### config.mk
export PLATFORM = sky130hd
export DESIGN_NAME = norm_sqr_arbiter
export DESIGN_NICKNAME = d
export VERILOG_FILES = /design/src/rtl/billiard_fx_pkg.sv /design/src/rtl/fx_sqr_acc.sv /design/src/rtl/norm_sqr_arbiter.sv
export SDC_FILE = /design/constraint.sdc
export NUM_CORES = 2
export LEC_CHECK = 0
export ABC_CLOCK_PERIOD_IN_PS = 15600
export CORE_ASPECT_RATIO = 1.25
export CORE_MARGIN = 3
export CORE_UTILIZATION = 40
export CTS_CLUSTER_DIAMETER = 50
export DETAILED_ROUTE_END_ITERATION = 12
export DONT_BUFFER_PORTS = 1
export PLACE_DENSITY = 0.51
export RECOVER_POWER = 100
export SLEW_MARGIN = 0
export SYNTH_ARGS = -nofsm -noshare
export SYNTH_HDL_FRONTEND = slang
export SYNTH_SLANG_ARGS = --single-unit
### constraint.sdc
create_clock -name clk -period 15.6 [get_ports clk]
set_input_delay 2.34 -clock clk [delete_from_list [all_inputs] [get_ports clk]]
set_output_delay 2.34 -clock clk [all_outputs]
set_load 0.01 [all_outputs]
### src/rtl/billiard_fx_pkg.sv
// Shared fixed-point types and FSM states for the billiard physics datapath.
// Defaults are Q2.30 on a 32-bit word.
package billiard_fx_pkg;

    localparam int FX_N    = 32;
    localparam int FX_FRAC = 30;

    typedef logic signed [FX_N-1:0] fx_t;

    typedef enum logic [2:0] {
        IDLE,
        MUL_X,
        MUL_Y,
        MUL_Z,
        DONE
    } norm_sqr_state_t;

endpackage

### src/rtl/fx_sqr_acc.sv
// Signed fixed-point square, rescaled by FRAC_WIDTH, feeding a
// clearable accumulator wide enough that three squares never overflow.
module fx_sqr_acc #(
    parameter int N          = 32,
    parameter int FRAC_WIDTH = 30,
    parameter int ACC_W      = 2*N-FRAC_WIDTH+2
) (
    input  logic                 clk,
    input  logic                 rst_n,
    input  logic                 clr,
    input  logic                 en,
    input  logic signed [N-1:0]  operand,
    output logic [ACC_W-1:0]     acc
);

    localparam int SH_W = 2*N-FRAC_WIDTH;

    logic signed [2*N-1:0]  op_ext;
    logic signed [2*N-1:0]  product;
    logic signed [SH_W-1:0] scaled;

    assign op_ext  = (2*N)'(operand);
    assign product = op_ext * op_ext;
    assign scaled  = SH_W'(product >>> FRAC_WIDTH);

    always_ff @(posedge clk or negedge rst_n) begin
        if (!rst_n) begin
            acc <= '0;
        end else if (clr) begin
            acc <= '0;
        end else if (en) begin
            acc <= acc + ACC_W'(scaled);
        end
    end

endmodule

### src/rtl/norm_sqr_arbiter.sv
// Round-robin shared x^2+y^2+z^2 engine, one multiply per cycle.
// Define NORM_SQR_SAT_EN to saturate results above 2^(N-1)-1 instead of wrapping.
module norm_sqr_arbiter
    import billiard_fx_pkg::*;
#(
    parameter int N          = FX_N,
    parameter int FRAC_WIDTH = FX_FRAC,
    parameter int NUM_REQ    = 4,
    parameter int ID_W       = $clog2(NUM_REQ)
) (
    input  logic                 clk,
    input  logic                 rst_n,
    input  logic [NUM_REQ-1:0]   req_valid,
    output logic [NUM_REQ-1:0]   req_ready,
    input  logic [NUM_REQ*N-1:0] req_x,
    input  logic [NUM_REQ*N-1:0] req_y,
    input  logic [NUM_REQ*N-1:0] req_z,
    output logic                 resp_valid,
    input  logic                 resp_ready,
    output logic [ID_W-1:0]      resp_id,
    output logic [N-1:0]         resp_sum
);

    localparam int ACC_W = 2*N-FRAC_WIDTH+2;

    norm_sqr_state_t state, state_d;

    logic [ID_W-1:0]    last_grant;
    logic [ID_W-1:0]    grant_idx;
    logic [ID_W-1:0]    cand;
    logic               grant_any;
    logic [ID_W-1:0]    id_q;
    logic [N-1:0]       x_q, y_q, z_q;
    logic [N-1:0]       operand;
    logic               accept;
    logic               acc_en;
    logic [ACC_W-1:0]   acc;
    logic [N-1:0]       sum_d;

    // Search starts one past the last served id so every requester rotates.
    always_comb begin
        grant_idx = '0;
        grant_any = 1'b0;
        cand      = '0;
        for (int k = 1; k <= NUM_REQ; k++) begin
            cand = ID_W'((int'(last_grant) + k) % NUM_REQ);
            if (!grant_any && req_valid[cand]) begin
                grant_any = 1'b1;
                grant_idx = cand;
            end
        end
    end

    always_ff @(posedge clk or negedge rst_n) begin
        if (!rst_n) begin
            state <= IDLE;
        end else begin
            state <= state_d;
        end
    end

    always_comb begin
        state_d    = state;
        req_ready  = '0;
        resp_valid = 1'b0;
        accept     = 1'b0;
        acc_en     = 1'b0;
        operand    = '0;
        unique case (state)
            IDLE: begin
                if (grant_any) begin
                    req_ready[grant_idx] = 1'b1;
                    accept               = 1'b1;
                    state_d              = MUL_X;
                end
            end
            MUL_X: begin
                operand = x_q;
                acc_en  = 1'b1;
                state_d = MUL_Y;
            end
            MUL_Y: begin
                operand = y_q;
                acc_en  = 1'b1;
                state_d = MUL_Z;
            end
            MUL_Z: begin
                operand = z_q;
                acc_en  = 1'b1;
                state_d = DONE;
            end
            DONE: begin
                resp_valid = 1'b1;
                if (resp_ready) begin
                    state_d = IDLE;
                end
            end
            default: state_d = IDLE;
        endcase
    end

    always_ff @(posedge clk or negedge rst_n) begin
        if (!rst_n) begin
            last_grant <= ID_W'(NUM_REQ-1);
            id_q       <= '0;
            x_q        <= '0;
            y_q        <= '0;
            z_q        <= '0;
        end else begin
            if (accept) begin
                id_q <= grant_idx;
                x_q  <= req_x[grant_idx*N +: N];
                y_q  <= req_y[grant_idx*N +: N];
                z_q  <= req_z[grant_idx*N +: N];
            end
            if (state == DONE && resp_ready) begin
                last_grant <= id_q;
            end
        end
    end

    fx_sqr_acc #(
        .N          (N),
        .FRAC_WIDTH (FRAC_WIDTH),
        .ACC_W      (ACC_W)
    ) u_sqr_acc (
        .clk     (clk),
        .rst_n   (rst_n),
        .clr     (accept),
        .en      (acc_en),
        .operand (operand),
        .acc     (acc)
    );

`ifdef NORM_SQR_SAT_EN
    // Accumulator is never negative, so any set bit at or above N-1 is overflow.
    assign sum_d = (|acc[ACC_W-1:N-1]) ? {1'b0, {(N-1){1'b1}}} : acc[N-1:0];
`else
    logic unused_hi;
    assign unused_hi = ^acc[ACC_W-1:N];
    assign sum_d     = acc[N-1:0];
`endif

    assign resp_sum = (state == DONE) ? sum_d : '0;
    assign resp_id  = id_q;

endmodule

# [Word-level counts from Yosys, hierarchy flattened]
# Cells that the tools add are included.
[word_totals] n_memories=0 regBits=139 latchBits=0 mem_bits_ro=0 output_inout_bits=39 ram_bits=0 word_cells=71
[op_classes] add_sub_neg=5 eq_ne=6 n_shift=3 magnitude_cmp=6 mux=31 bitwise=0 mul=1 reduce_logical=12 div_mod_pow=0
[ops] cell="128-bit by 8-bit variable part select with 32-bit output" count=3
[ops] cell="32-bit case mux with 3 select lines" count=1
[ops] cell="36-bit two-way mux" count=2
[ops] cell="32-bit by 32-bit multiplier with 64-bit output" count=1
[ops] cell="36-bit adder" count=1
[ops] cell="32-bit two-way mux" count=1
[ops] cell="2-bit by 3-bit less-than comparator with 1-bit output (second input constant)" count=5
[ops] cell="3-bit case mux with 5 select lines" count=1
[ops] cell="1-bit two-way mux" count=13
[ops] cell="1-bit binary-select mux with 2-bit select" count=4
[ops] cell="2-bit two-way mux" count=4
[ops] cell="4-bit two-way mux" count=2
[ops] cell="3-bit by 2-bit == test with 1-bit output (second input constant)" count=2
[ops] cell="3-bit two-way mux" count=2
[ops] cell="1-bit logical AND" count=5
[ops] cell="2-bit by 1-bit adder with 2-bit output (second input constant)" count=2
[ops] cell="2-bit adder (second input constant)" count=2
[ops] cell="2-bit inequality test (second input constant)" count=2
[ops] cell="3-bit by 1-bit == test with 1-bit output (second input constant)" count=1
[ops] cell="3-bit == test (second input constant)" count=1
[ops] cell="1-bit zero test" count=3
[ops] cell="3-bit zero test" count=1
[ops] cell="3-bit OR reduction" count=1
[ops] cell="1-bit demux with 2-bit select" count=1
[ops] cell="3 further kinds" count=3

# [Longest topological paths before layout]
[logic_depth] depth_word=19 depth_mapped=49 ltp_nobuf=45

# [By module]
# A second synthesis with hierarchy kept.
[hier_totals] cells_unflattened=4486 area_unflattened_um2=43128.9
[modules_own_cells] mod="fx_sqr_acc" n_inst=1 seq_area_each_um2=900.9 cells_per_inst=3530 area_per_inst_um2=34435.5
[modules_own_cells] mod="norm_sqr_arbiter" n_inst=1 seq_area_each_um2=2580.0 cells_per_inst=956 area_per_inst_um2=8693.3

# [Least setup slack after synthesis]
# Ideal clock, no wire load.
[synth_path] path_type="flip-flop to flip-flop" startpoint="reg state[1]" endpoint="reg u_sqr_acc.acc[31]" t_arrival_ps=10998 stages_incl_launch_ff=43 slack_ps=4480 path_cell_list="dfrtp_1 buf_4 inv_1 nor2_1 clkbuf_1 clkbuf_1 nand2_1 a21oi_1 clkbuf_1 buf_1 nand2_1 fa_1 inv_1 fa_1 inv_1 fa_1 fa_1 inv_1 (+7 left out) o21ai_0 and2_1 a221oi_1 nand2_1 a221oi_2 inv_1 a31oi_1 xnor2_1 ha_1 nand4_1 or4_1 o211a_1 o311a_4 o21ai_2 a211o_2 xnor2_1 or3_1 a32o_1"
[synth_via] elab_chain_len=6
[synth_rtl] element="from (decl)" line_no="norm_sqr_arbiter.sv:26" text="norm_sqr_state_t state, state_d;"
[synth_rtl] element="from (signal assigned)" line_no="norm_sqr_arbiter.sv:58" text="state <= state_d;"
[synth_rtl] element="3-bit by 2-bit == test with 1-bit output or 3-bit by 1-bit == test with 1-bit output (tied branches)" line_no="norm_sqr_arbiter.sv:69" text="unique case (state)"
[synth_rtl] element="32-bit case mux with 3 select lines" line_no="norm_sqr_arbiter.sv:69"
[synth_rtl] element="32-bit by 32-bit multiplier with 64-bit output" line_no="fx_sqr_acc.sv:23" text="assign product = op_ext * op_ext;"
[synth_rtl] element="36-bit adder" line_no="fx_sqr_acc.sv:32" text="acc <= acc + ACC_W'(scaled);"
[synth_rtl] element="36-bit two-way mux" line_no="fx_sqr_acc.sv:31" text="end else if (en) begin"
[synth_rtl] element="36-bit two-way mux" line_no="fx_sqr_acc.sv:29" text="end else if (clr) begin"
[synth_rtl] element="to (signal assigned)" line_no="fx_sqr_acc.sv:32"
[synth_rtl] element="to (decl)" line_no="fx_sqr_acc.sv:13" text="output logic [ACC_W-1:0] acc"
# Several ways; a longest one is shown, not always the timed one. The select of a mux whose other input is x is not followed.
# A chain may end at the register's enable or synchronous reset.

# [Worst setup path after layout]
# Ends and elaborated chain as after synthesis.

==> summary.md <==
| Metric | Value |
|---|---|
| Die height | 363 µm |
| # fillers | 10300 |
| Crit path largest cell delay | 0.88 ns |
| Final period utilization | 0.907 |
| WS Path Type | flop to flop |
| Global Route Usage Sum | 0.291 |
| Buffers on Ports | 0 |
| Antenna-violating nets left | 0 |
| CP endpoint kind | flop |
| Pre-antenna DRT Iters | 5 |
| Site Rows | 130 |
| Global route total overflow | 0 |
| Max clock buf depth | 2 |
| Worst Min Path Start | z_q[2] |
| Failing checks | max-capacitance violations, max-slew violations |
| Postcts setup bufs | 0 |
| Hold Slack | 0.478 ns |
| Commonest cells after routing, fill and taps aside | inv_1 (1078), fa_1 (985), nand2_1 (972) |
| Clock-pin slew on the worst setup and hold paths | 0.07 ns |
| Most used cell, CP | fa_1 |
| Synthesized Nets | 6321 |
| Depth of the CTS H-tree | 4 |
| Final slew viol count | 270 |
| Layout net count | 6206 |
| Unrepaired setup endpoints after global routing | no |
| Register Area | 3380 µm² |
| Clk sink count | 135 |
| Root Buffer | clkbuf_16 |
| Synth cell types | 66 |
| R2R cell count | 39 |
| Hold EP | z_q[2] |
| First-pass GRT wire length | 225000 µm |
| Post-synth top flop | dfrtp_1 |
| FF-to-FF End | u_sqr_acc.acc[31] |
| Gpl congestion | 0.919 |
| Cts hold-fix bufs | 0 |
| Reg-to-Reg Start | state[1] |
| Slew @ Worst Pin | 3.18 ns |
| Critical Path Source Type | flop |
| Vias/cell | 5.19 |
| Yosys reg bits | 135 |
| Worst-Skew Late Latency | 0.48 ns |
| Crit path DAT | 14.52 ns |
| Ports | 430 |
| Hpwl dp | 123000 µm |
| Post-route setup slack | 1.45 ns |
| Final min period | 14.15 ns |
| Initial Util | 0.404 |
| Via count | 31000 |
| Crit path max fanout | 21 |
| R2r setup slk | 1.45 ns |
| CP required | 15.97 ns |
| Vias in the first global route | 34500 |
| Hold depth | 2 |
| Share of post-route cells with drive strength above 1 | 0.0388 |
| Seq/Total Area, Yosys | 0.0831 |
| Relative slew slack | -1.12 |
| Max_cap viols | 4 |
| Syn Std Cell Area | 40700 µm² |
| Cells after Synth | 4736 |
| Largest net degree at the start of global routing | 198 |
| Fin Clk Skew | 0.0205 ns |
| CTS Buf Count | 17 |
| CORE AREA | 101000 µm² |
| Dpl ws | 2.03 ns |
| Final setup TNS | 0 ns |
| Worst hold path class | flop to flop |
| Area growth syn-to-layout | 5.39% |
| Status | finished, violations left |
| EDFF count, synth | 0 |
| Peak Freq | 70.7 MHz |
| WL per Instance | 24.9 µm |
| Buf/Inv on CP | 7 |
| Die Area | 106000 µm² |
| Slowest stage cell, crit path | o21ai_0 |
| Hold Fails Final Rpt | 0 |
| CP top delay family | adder cells |
| CTS resizes | 0 |
| Initial DRC count | 2120 |
| Synth async-reset ratio | 1.00 |
| CTS tree | yes |
| Die X | 291 µm |
| Final Util | 0.426 |
| Initial antenna violation count | 9 |
| Drt drc | 0 |
| Detailed Route WL | 149000 µm |
| Commonest non-fill, non-tap cell in the layout | inv_1 |
| Synth warn | 0 |
| Post-Syn Area per Cell | 8.59 µm² |
| Final Setup Violations | 0 |
| Multi-input combinational cell area | 32600 µm² |
==> layout make-up <==
type / instances / share of cell area
timing repair buffer: 77 / 0.0137
antenna: 7 / 0.000408
clock buffer: 17 / 0.00992
sequential: 135 / 0.0789
multi-input combinational: 3303 / 0.759
tap: 1320 / 0.0385
clock inverter: 15 / 0.00441
inverter: 1087 / 0.0951
==> Yosys cell counts (7+ instances only) <==
| master | n | share of area |
|---|---|---|
| xor2_1 | 28 | 0.0060 |
| a211o_1 | 7 | 0.0015 |
| or3_1 | 7 | 0.0011 |
| o211ai_1 | 7 | 0.0013 |
| o21ai_0 | 252 | 0.031 |
| nand4_1 | 9 | 0.0014 |
| dfrtp_1 | 133 | 0.082 |
| a21o_1 | 56 | 0.010 |
| nand2_1 | 972 | 0.090 |
| nor2b_1 | 10 | 0.0015 |
| xnor2_1 | 59 | 0.013 |
| nand3_1 | 133 | 0.016 |
| mux2_2 | 32 | 0.0089 |
| nor3_1 | 15 | 0.0018 |
| nor2_1 | 286 | 0.026 |
| clkbuf_1 | 181 | 0.017 |
| and3_1 | 43 | 0.0066 |
| a211oi_1 | 12 | 0.0022 |
| nand2b_1 | 12 | 0.0018 |
| ha_1 | 209 | 0.064 |
| buf_1 | 27 | 0.0025 |
| a31oi_1 | 7 | 0.0011 |
| inv_1 | 1079 | 0.10 |
| a21oi_1 | 85 | 0.010 |
| fa_1 | 985 | 0.48 |
==> registers in the layout, indices dropped and copies added, names as in the netlist <==
register,cells
x_q,32
y_q,32
u_sqr_acc.acc,32
z_q,32
state,3
resp_id,2
last_grant,2
==> worst max path at each step <==
stage | start | end | slack (ns) | cells after the start
after floorplan | state[1] | u_sqr_acc.acc[31] | 4.48 | 42
after global placement | state[1] | u_sqr_acc.acc[31] | 2.10 | 39
after detailed placement | state[1] | u_sqr_acc.acc[31] | 2.03 | 39
after CTS | state[1] | u_sqr_acc.acc[31] | 1.97 | 39
after global routing | state[1] | u_sqr_acc.acc[31] | 0.85 | 39
final | state[1] | u_sqr_acc.acc[31] | 1.45 | 39
==> worst reg2reg max path: cells and delay by family, from the launching register on <==
family | cells | cell delay (ns)
AOI/OAI and AO/OA | 11 | 3.71
xor gates and xnor gates | 2 | 0.23
adders and majority gates | 10 | 4.81
buffers and inverters | 7 | 1.58
DFF | 1 | 0.36
and+or+nand+nor | 9 | 3.37
==> cells by family (layout without fill, tap and decap cells) <==
kind of cell | count (synthesis) | in the layout | share of synthesized area
adder cells (fa/ha/maj) | 1194 | 1194 | 0.549
flip-flops | 135 | 135 | 0.0831
AO/OA/AOI/OAI | 477 | 477 | 0.0692
XOR/XNOR | 87 | 87 | 0.0187
AND/OR/NAND/NOR | 1509 | 1509 | 0.150
other | 0 | 7 | 0
multiplexers | 36 | 36 | 0.00984
buffers and inverters | 1298 | 1196 | 0.120
==> through the flow <==
| step | instance area, µm² | instances |
|---|---|---|
| global placement | 42300 | 5922 |
| global route | 42900 | 5959 |
| floorplan | 40700 | 4736 |
| detailed placement | 42300 | 5922 |
| finish | 42900 | 5961 |
| CTS | 42900 | 5954 |
==> per-layer routing <==
layer | vias up | global-route usage | wire [µm]
li1 | 13800 | - | -
met1 | 15900 | 0.371 | 59800
met2 | 992 | 0.516 | 75800
met3 | 206 | 0.0386 | 8050
met4 | 0 | 0.0835 | 5020
met5 | - | 0 | 0
Power is left out: the tool's default activity adds up to more than one toggle a clock period on the data nets, which glitch-free logic cannot reach.
